[src/rtl/mem_arbiter_if.sv]
// mem_arbiter_if: bundles the CPU, DMA and memory-side signals of the shared LC-3 memory port.
//
// Signals
//   CPU_CS/CPU_WE/CPU_ADDR/CPU_WDATA      CPU level request, held until CPU_READY
//   CPU_RDATA/CPU_READY                   read data and one-cycle completion pulse to the CPU
//   DMA_REQ/DMA_WE/DMA_ADDR/DMA_WDATA     DMA level request, held until DMA_READY
//   DMA_RDATA/DMA_READY                   read data and one-cycle completion pulse to DMA
//   MEM_EN/MEM_WE/MEM_ADDR/MEM_WDATA      memory command, one MEM_EN cycle per access
//   MEM_RDATA                             memory read data, valid MEM_LATENCY cycles after MEM_EN
//   BUSY/OWNER                            arbiter status (OWNER: 0 = CPU, 1 = DMA)
//
// Modports
//   slave   the arbiter's view
//   master  the view of the environment that drives requests and models memory
interface mem_arbiter_if;
    logic        CPU_CS;
    logic        CPU_WE;
    logic [15:0] CPU_ADDR;
    logic [15:0] CPU_WDATA;
    logic [15:0] CPU_RDATA;
    logic        CPU_READY;

    logic        DMA_REQ;
    logic        DMA_WE;
    logic [15:0] DMA_ADDR;
    logic [15:0] DMA_WDATA;
    logic [15:0] DMA_RDATA;
    logic        DMA_READY;

    logic        MEM_EN;
    logic        MEM_WE;
    logic [15:0] MEM_ADDR;
    logic [15:0] MEM_WDATA;
    logic [15:0] MEM_RDATA;

    logic        BUSY;
    logic        OWNER;

    modport slave (
        input  CPU_CS, CPU_WE, CPU_ADDR, CPU_WDATA,
        output CPU_RDATA, CPU_READY,
        input  DMA_REQ, DMA_WE, DMA_ADDR, DMA_WDATA,
        output DMA_RDATA, DMA_READY,
        output MEM_EN, MEM_WE, MEM_ADDR, MEM_WDATA,
        input  MEM_RDATA,
        output BUSY, OWNER
    );

    modport master (
        output CPU_CS, CPU_WE, CPU_ADDR, CPU_WDATA,
        input  CPU_RDATA, CPU_READY,
        output DMA_REQ, DMA_WE, DMA_ADDR, DMA_WDATA,
        input  DMA_RDATA, DMA_READY,
        input  MEM_EN, MEM_WE, MEM_ADDR, MEM_WDATA,
        output MEM_RDATA,
        input  BUSY, OWNER
    );
endinterface

[src/rtl/mem_arbiter.sv]
// mem_arbiter: shares the single LC-3 memory port between the CPU control FSM and a DMA/IO
// requester. Every access runs IDLE -> ISSUE -> WAIT -> RESP -> IDLE: the winner's command is
// latched at grant, MEM_EN is driven for one cycle, the fixed memory latency is waited out and
// the owner gets a one-cycle READY with the read data passed straight through from memory.
// The CPU has priority; a starvation counter hands DMA the next arbitration after
// STARVE_LIMIT consecutive CPU grants made while DMA was waiting.
//
// Ports
//   CLK    clock, rising edge
//   RESET  synchronous, active-low reset
//   bus    mem_arbiter_if.slave: CPU and DMA request/response, memory command/data, BUSY, OWNER
//
// Parameters
//   MEM_LATENCY   cycles from the MEM_EN cycle to the cycle in which MEM_RDATA is valid (>= 1)
//   STARVE_LIMIT  consecutive CPU grants tolerated while DMA waits (>= 1)
module mem_arbiter #(
    parameter int unsigned MEM_LATENCY  = 2,
    parameter int unsigned STARVE_LIMIT = 3
) (
    input logic          CLK,
    input logic          RESET,
    mem_arbiter_if.slave bus
);

    // wait_cnt only has to reach MEM_LATENCY-2, the index of the last WAIT cycle.
    localparam int unsigned WaitW   = (MEM_LATENCY > 2) ? $clog2(MEM_LATENCY - 1) : 1;
    localparam int unsigned StarveW = $clog2(STARVE_LIMIT + 1);

    localparam logic [WaitW-1:0]   WaitLast  = WaitW'((MEM_LATENCY >= 2) ? MEM_LATENCY - 2 : 0);
    localparam logic [StarveW-1:0] StarveMax = StarveW'(STARVE_LIMIT);

    localparam logic [1:0] StIdle  = 2'd0;
    localparam logic [1:0] StIssue = 2'd1;
    localparam logic [1:0] StWait  = 2'd2;
    localparam logic [1:0] StResp  = 2'd3;

    logic [1:0]         state_q, state_d;
    logic               owner_q, owner_d;
    logic               mem_we_q, mem_we_d;
    logic [15:0]        mem_addr_q, mem_addr_d;
    logic [15:0]        mem_wdata_q, mem_wdata_d;
    logic [StarveW-1:0] starve_cnt_q, starve_cnt_d;
    logic [WaitW-1:0]   wait_cnt_q, wait_cnt_d;
    logic [15:0]        cpu_rdata_q, cpu_rdata_d;
    logic [15:0]        dma_rdata_q, dma_rdata_d;

    logic any_req;
    logic grant_dma;
    logic cpu_ready;
    logic dma_ready;

    assign any_req = bus.CPU_CS | bus.DMA_REQ;

    // DMA wins when it is alone, or when the CPU has used up its run of grants.
    assign grant_dma = bus.DMA_REQ & (~bus.CPU_CS | (starve_cnt_q == StarveMax));

    assign cpu_ready = (state_q == StResp) & ~owner_q;
    assign dma_ready = (state_q == StResp) &  owner_q;

    always_comb begin
        state_d      = state_q;
        owner_d      = owner_q;
        mem_we_d     = mem_we_q;
        mem_addr_d   = mem_addr_q;
        mem_wdata_d  = mem_wdata_q;
        starve_cnt_d = starve_cnt_q;
        wait_cnt_d   = wait_cnt_q;

        case (state_q)
            StIdle: begin
                if (any_req) begin
                    state_d = StIssue;
                    owner_d = grant_dma;
                    if (grant_dma) begin
                        mem_we_d     = bus.DMA_WE;
                        mem_addr_d   = bus.DMA_ADDR;
                        mem_wdata_d  = bus.DMA_WDATA;
                        starve_cnt_d = '0;
                    end else begin
                        mem_we_d    = bus.CPU_WE;
                        mem_addr_d  = bus.CPU_ADDR;
                        mem_wdata_d = bus.CPU_WDATA;
                        // Only CPU grants that actually made DMA wait count towards starvation.
                        if (bus.DMA_REQ && (starve_cnt_q != StarveMax)) begin
                            starve_cnt_d = starve_cnt_q + StarveW'(1);
                        end
                    end
                end
            end

            StIssue: begin
                wait_cnt_d = '0;
                state_d    = (MEM_LATENCY == 1) ? StResp : StWait;
            end

            StWait: begin
                if (wait_cnt_q == WaitLast) begin
                    wait_cnt_d = '0;
                    state_d    = StResp;
                end else begin
                    wait_cnt_d = wait_cnt_q + WaitW'(1);
                end
            end

            StResp: begin
                // Always pass through IDLE so the CPU FSM has a cycle to drop CS.
                state_d = StIdle;
            end

            default: begin
                state_d = StIdle;
            end
        endcase
    end

    // Read data is captured on the way out of RESP and held for the requester afterwards.
    always_comb begin
        cpu_rdata_d = cpu_rdata_q;
        dma_rdata_d = dma_rdata_q;
        if (cpu_ready) begin
            cpu_rdata_d = bus.MEM_RDATA;
        end
        if (dma_ready) begin
            dma_rdata_d = bus.MEM_RDATA;
        end
    end

    always_ff @(posedge CLK) begin
        if (!RESET) begin
            state_q      <= StIdle;
            owner_q      <= 1'b0;
            mem_we_q     <= 1'b0;
            mem_addr_q   <= '0;
            mem_wdata_q  <= '0;
            starve_cnt_q <= '0;
            wait_cnt_q   <= '0;
            cpu_rdata_q  <= '0;
            dma_rdata_q  <= '0;
        end else begin
            state_q      <= state_d;
            owner_q      <= owner_d;
            mem_we_q     <= mem_we_d;
            mem_addr_q   <= mem_addr_d;
            mem_wdata_q  <= mem_wdata_d;
            starve_cnt_q <= starve_cnt_d;
            wait_cnt_q   <= wait_cnt_d;
            cpu_rdata_q  <= cpu_rdata_d;
            dma_rdata_q  <= dma_rdata_d;
        end
    end

    assign bus.MEM_EN    = (state_q == StIssue);
    // The latched WE is only exposed while MEM_EN is high.
    assign bus.MEM_WE    = (state_q == StIssue) & mem_we_q;
    assign bus.MEM_ADDR  = mem_addr_q;
    assign bus.MEM_WDATA = mem_wdata_q;

    assign bus.CPU_READY = cpu_ready;
    assign bus.DMA_READY = dma_ready;
    assign bus.CPU_RDATA = cpu_ready ? bus.MEM_RDATA : cpu_rdata_q;
    assign bus.DMA_RDATA = dma_ready ? bus.MEM_RDATA : dma_rdata_q;

    assign bus.BUSY  = (state_q != StIdle);
    assign bus.OWNER = owner_q;

endmodule

[src/flat_wrapper.sv]
// flat-port wrapper written by rule: the top's interface ports become plain ports
module mem_arbiter_flat 
#(
    parameter int unsigned MEM_LATENCY  = 2,
    parameter int unsigned STARVE_LIMIT = 3
)
  (CLK, RESET, bus_CPU_CS, bus_CPU_WE, bus_CPU_ADDR, bus_CPU_WDATA, bus_CPU_RDATA, bus_CPU_READY, bus_DMA_REQ, bus_DMA_WE, bus_DMA_ADDR, bus_DMA_WDATA, bus_DMA_RDATA, bus_DMA_READY, bus_MEM_EN, bus_MEM_WE, bus_MEM_ADDR, bus_MEM_WDATA, bus_MEM_RDATA, bus_BUSY, bus_OWNER);
  mem_arbiter_if bus_i ();
  input logic CLK;
  input logic RESET;
  input wire logic [$bits(bus_i.CPU_CS)-1:0] bus_CPU_CS;
  input wire logic [$bits(bus_i.CPU_WE)-1:0] bus_CPU_WE;
  input wire logic [$bits(bus_i.CPU_ADDR)-1:0] bus_CPU_ADDR;
  input wire logic [$bits(bus_i.CPU_WDATA)-1:0] bus_CPU_WDATA;
  output wire logic [$bits(bus_i.CPU_RDATA)-1:0] bus_CPU_RDATA;
  output wire logic [$bits(bus_i.CPU_READY)-1:0] bus_CPU_READY;
  input wire logic [$bits(bus_i.DMA_REQ)-1:0] bus_DMA_REQ;
  input wire logic [$bits(bus_i.DMA_WE)-1:0] bus_DMA_WE;
  input wire logic [$bits(bus_i.DMA_ADDR)-1:0] bus_DMA_ADDR;
  input wire logic [$bits(bus_i.DMA_WDATA)-1:0] bus_DMA_WDATA;
  output wire logic [$bits(bus_i.DMA_RDATA)-1:0] bus_DMA_RDATA;
  output wire logic [$bits(bus_i.DMA_READY)-1:0] bus_DMA_READY;
  output wire logic [$bits(bus_i.MEM_EN)-1:0] bus_MEM_EN;
  output wire logic [$bits(bus_i.MEM_WE)-1:0] bus_MEM_WE;
  output wire logic [$bits(bus_i.MEM_ADDR)-1:0] bus_MEM_ADDR;
  output wire logic [$bits(bus_i.MEM_WDATA)-1:0] bus_MEM_WDATA;
  input wire logic [$bits(bus_i.MEM_RDATA)-1:0] bus_MEM_RDATA;
  output wire logic [$bits(bus_i.BUSY)-1:0] bus_BUSY;
  output wire logic [$bits(bus_i.OWNER)-1:0] bus_OWNER;
  assign bus_i.CPU_CS = bus_CPU_CS;
  assign bus_i.CPU_WE = bus_CPU_WE;
  assign bus_i.CPU_ADDR = bus_CPU_ADDR;
  assign bus_i.CPU_WDATA = bus_CPU_WDATA;
  assign bus_CPU_RDATA = bus_i.CPU_RDATA;
  assign bus_CPU_READY = bus_i.CPU_READY;
  assign bus_i.DMA_REQ = bus_DMA_REQ;
  assign bus_i.DMA_WE = bus_DMA_WE;
  assign bus_i.DMA_ADDR = bus_DMA_ADDR;
  assign bus_i.DMA_WDATA = bus_DMA_WDATA;
  assign bus_DMA_RDATA = bus_i.DMA_RDATA;
  assign bus_DMA_READY = bus_i.DMA_READY;
  assign bus_MEM_EN = bus_i.MEM_EN;
  assign bus_MEM_WE = bus_i.MEM_WE;
  assign bus_MEM_ADDR = bus_i.MEM_ADDR;
  assign bus_MEM_WDATA = bus_i.MEM_WDATA;
  assign bus_i.MEM_RDATA = bus_MEM_RDATA;
  assign bus_BUSY = bus_i.BUSY;
  assign bus_OWNER = bus_i.OWNER;
  mem_arbiter #(.MEM_LATENCY(MEM_LATENCY), .STARVE_LIMIT(STARVE_LIMIT)) u_core (.CLK(CLK), .RESET(RESET), .bus(bus_i));
endmodule
[config.mk]
export PLATFORM = sky130hd
export DESIGN_NAME = mem_arbiter_flat
export DESIGN_NICKNAME = d
export VERILOG_FILES = /design/src/rtl/mem_arbiter_if.sv /design/src/rtl/mem_arbiter.sv /design/src/flat_wrapper.sv
export SDC_FILE = /design/constraint.sdc
export NUM_CORES = 1
export LEC_CHECK = 0
export BUFFER_PORTS_ARGS = -buffer_cell sky130_fd_sc_hd__buf_2
export CELL_PAD_IN_SITES_DETAIL_PLACEMENT = 1
export CELL_PAD_IN_SITES_GLOBAL_PLACEMENT = 1
export CORE_UTILIZATION = 33
export CTS_CLUSTER_DIAMETER = 200
export CTS_CLUSTER_SIZE = 40
export DETAILED_ROUTE_END_ITERATION = 12
export PLACE_DENSITY = 0.8
export SLEW_MARGIN = 0
export SYNTH_ARGS = -nofsm -noshare
export SYNTH_HDL_FRONTEND = slang
export SYNTH_SLANG_ARGS = --single-unit
[constraint.sdc]
create_clock -name CLK -period 2.16 [get_ports CLK]
set_input_delay 0.432 -clock CLK [delete_from_list [all_inputs] [get_ports CLK]]
set_output_delay 0.432 -clock CLK [all_outputs]
set_load 0.01 [all_outputs]
==> results.md <==
- Total power: between 4 and 5 mW
- DIE AREA: 9750 um2
- RSZ-0062 raised after global routing: false
- Top cells by count, synth: dfxtp_1 (70), o21ai_0 (66), a21oi_1 (33), a31oi_1 (33), and2_1 (32)
- Routed Wire Length: a little under 10000 um
- Worst Path Required: 1.73 ns
- Mapped Cells: 330
- Hold Path Origin: bus_CPU_WDATA[3]
- Initial antenna violation count: 0
- Synth area leaders: dfxtp_1 (45%), o21ai_0 (11%), mux2_2 (8.4%)
- First drt pass iteration count: 4
- CP endpoint kind: primary output
- Dpl hpwl: 6760 um
- DRC Markers: 0
- Worst Path Max Fanout: 8
- Total track usage: between 10% and 20%
- Register area share after synthesis: 45.4%
- Share of layout cells above drive strength 1: a little under half
- Minimum clock period: 2.07 ns
- Hold Vio Cnt, Final: 0
- Worst Hold End: u_core.bus.MEM_WDATA[3]$_SDFFE_PN0P_
- Fin nets: roughly 570
- Antenna diodes: 0
- Final Max Slew Viols: 0
- Post-CTS setup repair buffer count: 0
- Starting density of the core: 34.7%
- Final setup fails: 0
- Worst Hold Class: in -> reg
- CP max stage delay: ~0.42 ns
- Leak: 2.12 nW
- Synthesized Nets: 422
- Main synth FF type: dfxtp_1
- CORE AREA: 8890 um2
- Worst Path Arrival: between 1.5 and 2 ns
- Layout area overhead: 37.4%
- Max Freq: between 400 and 500 MHz
- Stages on worst setup path: 5
- DRT antenna net count: 0
- Clk root buf: clkbuf_8
- Reg2reg start: u_core.starve_cnt_q[0]$_SDFFE_PN0P_
- # IOs: 156
- Longest Clk Path Bufs: 2
- Post-Syn Area: a little over 3000 um2
- Clk slew on worst S/H paths: 0.08 ns
- FF-to-FF setup slack: about 0.43 ns
- H-tree levels: 3
- Placed cell count: 572
- RR Endpoint: u_core.bus.MEM_ADDR[10]$_SDFFE_PN0P_
- DRT iter0 DRCs: 86
- Power Dens Cells: 1110 nW/um2
- Top Family by Delay on Critical Path: flip-flops
- Die width: between 90 and 100 um
- Drt via density: 5.22
- Synth top area share: a little under half
- Final Util: a little under half
- Slew HR: between 60% and 70%
- Number of synthesized flops with an enable pin: 0
- I/O Buffers: between 150 and 200
- Syn Area/Cell: about 9.4 um2
- Num rows: 34
- Crit-path slowest cell: dfxtp_1
- CP Cell Sequence: ha_4 -> nand2b_4 -> clkbuf_16 -> mux2_4 -> buf_2
- Setup TNS: 0 ns
- GPL Wtd Cong: 0.712
- Status: complete, no violations
- Finished Layout Cells: approximately 590
- Via count: roughly 3100
- Hold Crit Depth: 3
- Chip height: ~99 um
- VDD IR max: roughly 0.47 mV
- Final instance area: around 4200 um2
- Synth cell types: 30
- WP buf/inv: 2
- Slack of the critical path: ~0.089 ns
- Post-synth top area cell: dfxtp_1
- WS Path Type: reg -> out
- First-pass GRT wire length: approximately 15000 um
- Number of global-route vias before repair: between 3000 and 4000
- Seq cells post-synth: 70
- Ys Warns: 0
- Clk_skew: slightly above 0.01 ns
- Reg2reg path depth: 5
- Post-synth ARST share: 0%
- Period utilization: 95.9%
- WHS: approximately 0.35 ns
- Worst slack, placed: around 0.28 ns
- # clock sinks: 70
- TritonCTS clock tree: built
- CTS Buf Count: 9
- Placed Area: 3950 um2
- Maxcap violations: 0
- Actual slew at the worst max-slew pin: 0.551 ns
- Routed WL per cell: 16.5 um
- Startpoint Class: register
- Total grt overflow: 0
- Largest net degree at the start of global routing: 35
- Most frequent cell after synthesis: dfxtp_1
- Clock latency on the worst-skew pair: between 0.3 and 0.4 ns
metal layers:
metal / wire, um / vias up / GRT usage (%)
met5: 0 / - / 0
met4: 70 / 0 / 5.28
met3: 747 / 7 / 5.67
met2: 4640 / 129 / 34.5
met1: 4240 / 1471 / 23.3
li1: - / 1466 / -
worst max-delay path by stage:
stage,from,end,slack [ns]
detailed placement,u_core.state_q[0]$_SDFFE_PN0P_,bus_DMA_RDATA[0],0.28
finish,u_core.state_q[0]$_SDFFE_PN0P_,bus_CPU_RDATA[14],0.09
CTS,u_core.state_q[1]$_SDFFE_PN0P_,bus_CPU_RDATA[11],0.02
global placement,u_core.state_q[0]$_SDFFE_PN0P_,bus_DMA_RDATA[8],0.34
floorplan,u_core.state_q[0]$_SDFFE_PN0P_,bus_DMA_RDATA[0],0.45
global route,u_core.state_q[0]$_SDFFE_PN0P_,bus_DMA_RDATA[5],0.01
flip-flops by register name, summed over array words and instances, names as in the netlist:
signal and flops:
u_core.bus.OWNER 1, u_core.bus.MEM_ADDR 16, u_core.cpu_rdata_q 16, u_core.state_q 2, u_core.starve_cnt_q 2, u_core.bus.MEM_WDATA 16
u_core.dma_rdata_q 16, u_core.mem_we_q 1
worst min-delay path, stage by stage:
cell	delay [ns]
buf_2	0.10
o21ai_0	0.06
a21oi_1	0.06
kinds of logic after synthesis:
group | Yosys count | synth area share [%]
muxes | 33 | 13.1
buffers and inverters | 36 | 5.47
AOI/OAI and AO/OA | 138 | 24.3
and+or+nand+nor | 47 | 9.32
DFF | 70 | 45.4
adders and majority gates | 6 | 2.43
where the power goes:
group          internal, mW  switching (mW)
clock network         0.797           0.501
logic                 0.732           0.971
registers              1.58           0.146
cell usage in the layout, fill, tap and decap left out, types with 2 or more instances in the layout:
cell / n
inv_1: 6
buf_12: 2
a21boi_0: 2
clkbuf_8: 10
buf_4: 7
buf_2: 155
nor2b_1: 2
a21oi_1: 33
mux2_2: 23
nand2_1: 4
a31oi_1: 33
mux2_4: 9
ha_1: 5
clkinv_2: 2
o21ai_0: 66
bufinv_16: 3
dfxtp_1: 69
and2_1: 32
final cells by class:
cell class	count	area, um2
Clock buffer	10	138
Clock inverter	6	109
Fill cell	1080	4650
Inverter	6	22.5
Multi-Input combinational cell	224	1540
Sequential cell	70	1400
Tap cell	108	135
Timing Repair Buffer	165	893
timing repair:
| action | in CTS | in global routing |
|---|---|---|
| endpoints found under the setup margin | 16 | 16 |
| gates resized for setup | 2 | 3 |
| hold endpoints to repair | 0 | 0 |
| cloned | 0 | 1 |
| hold buffers | 0 | 0 |
Note: power is estimated with default switching activity, not from simulation.
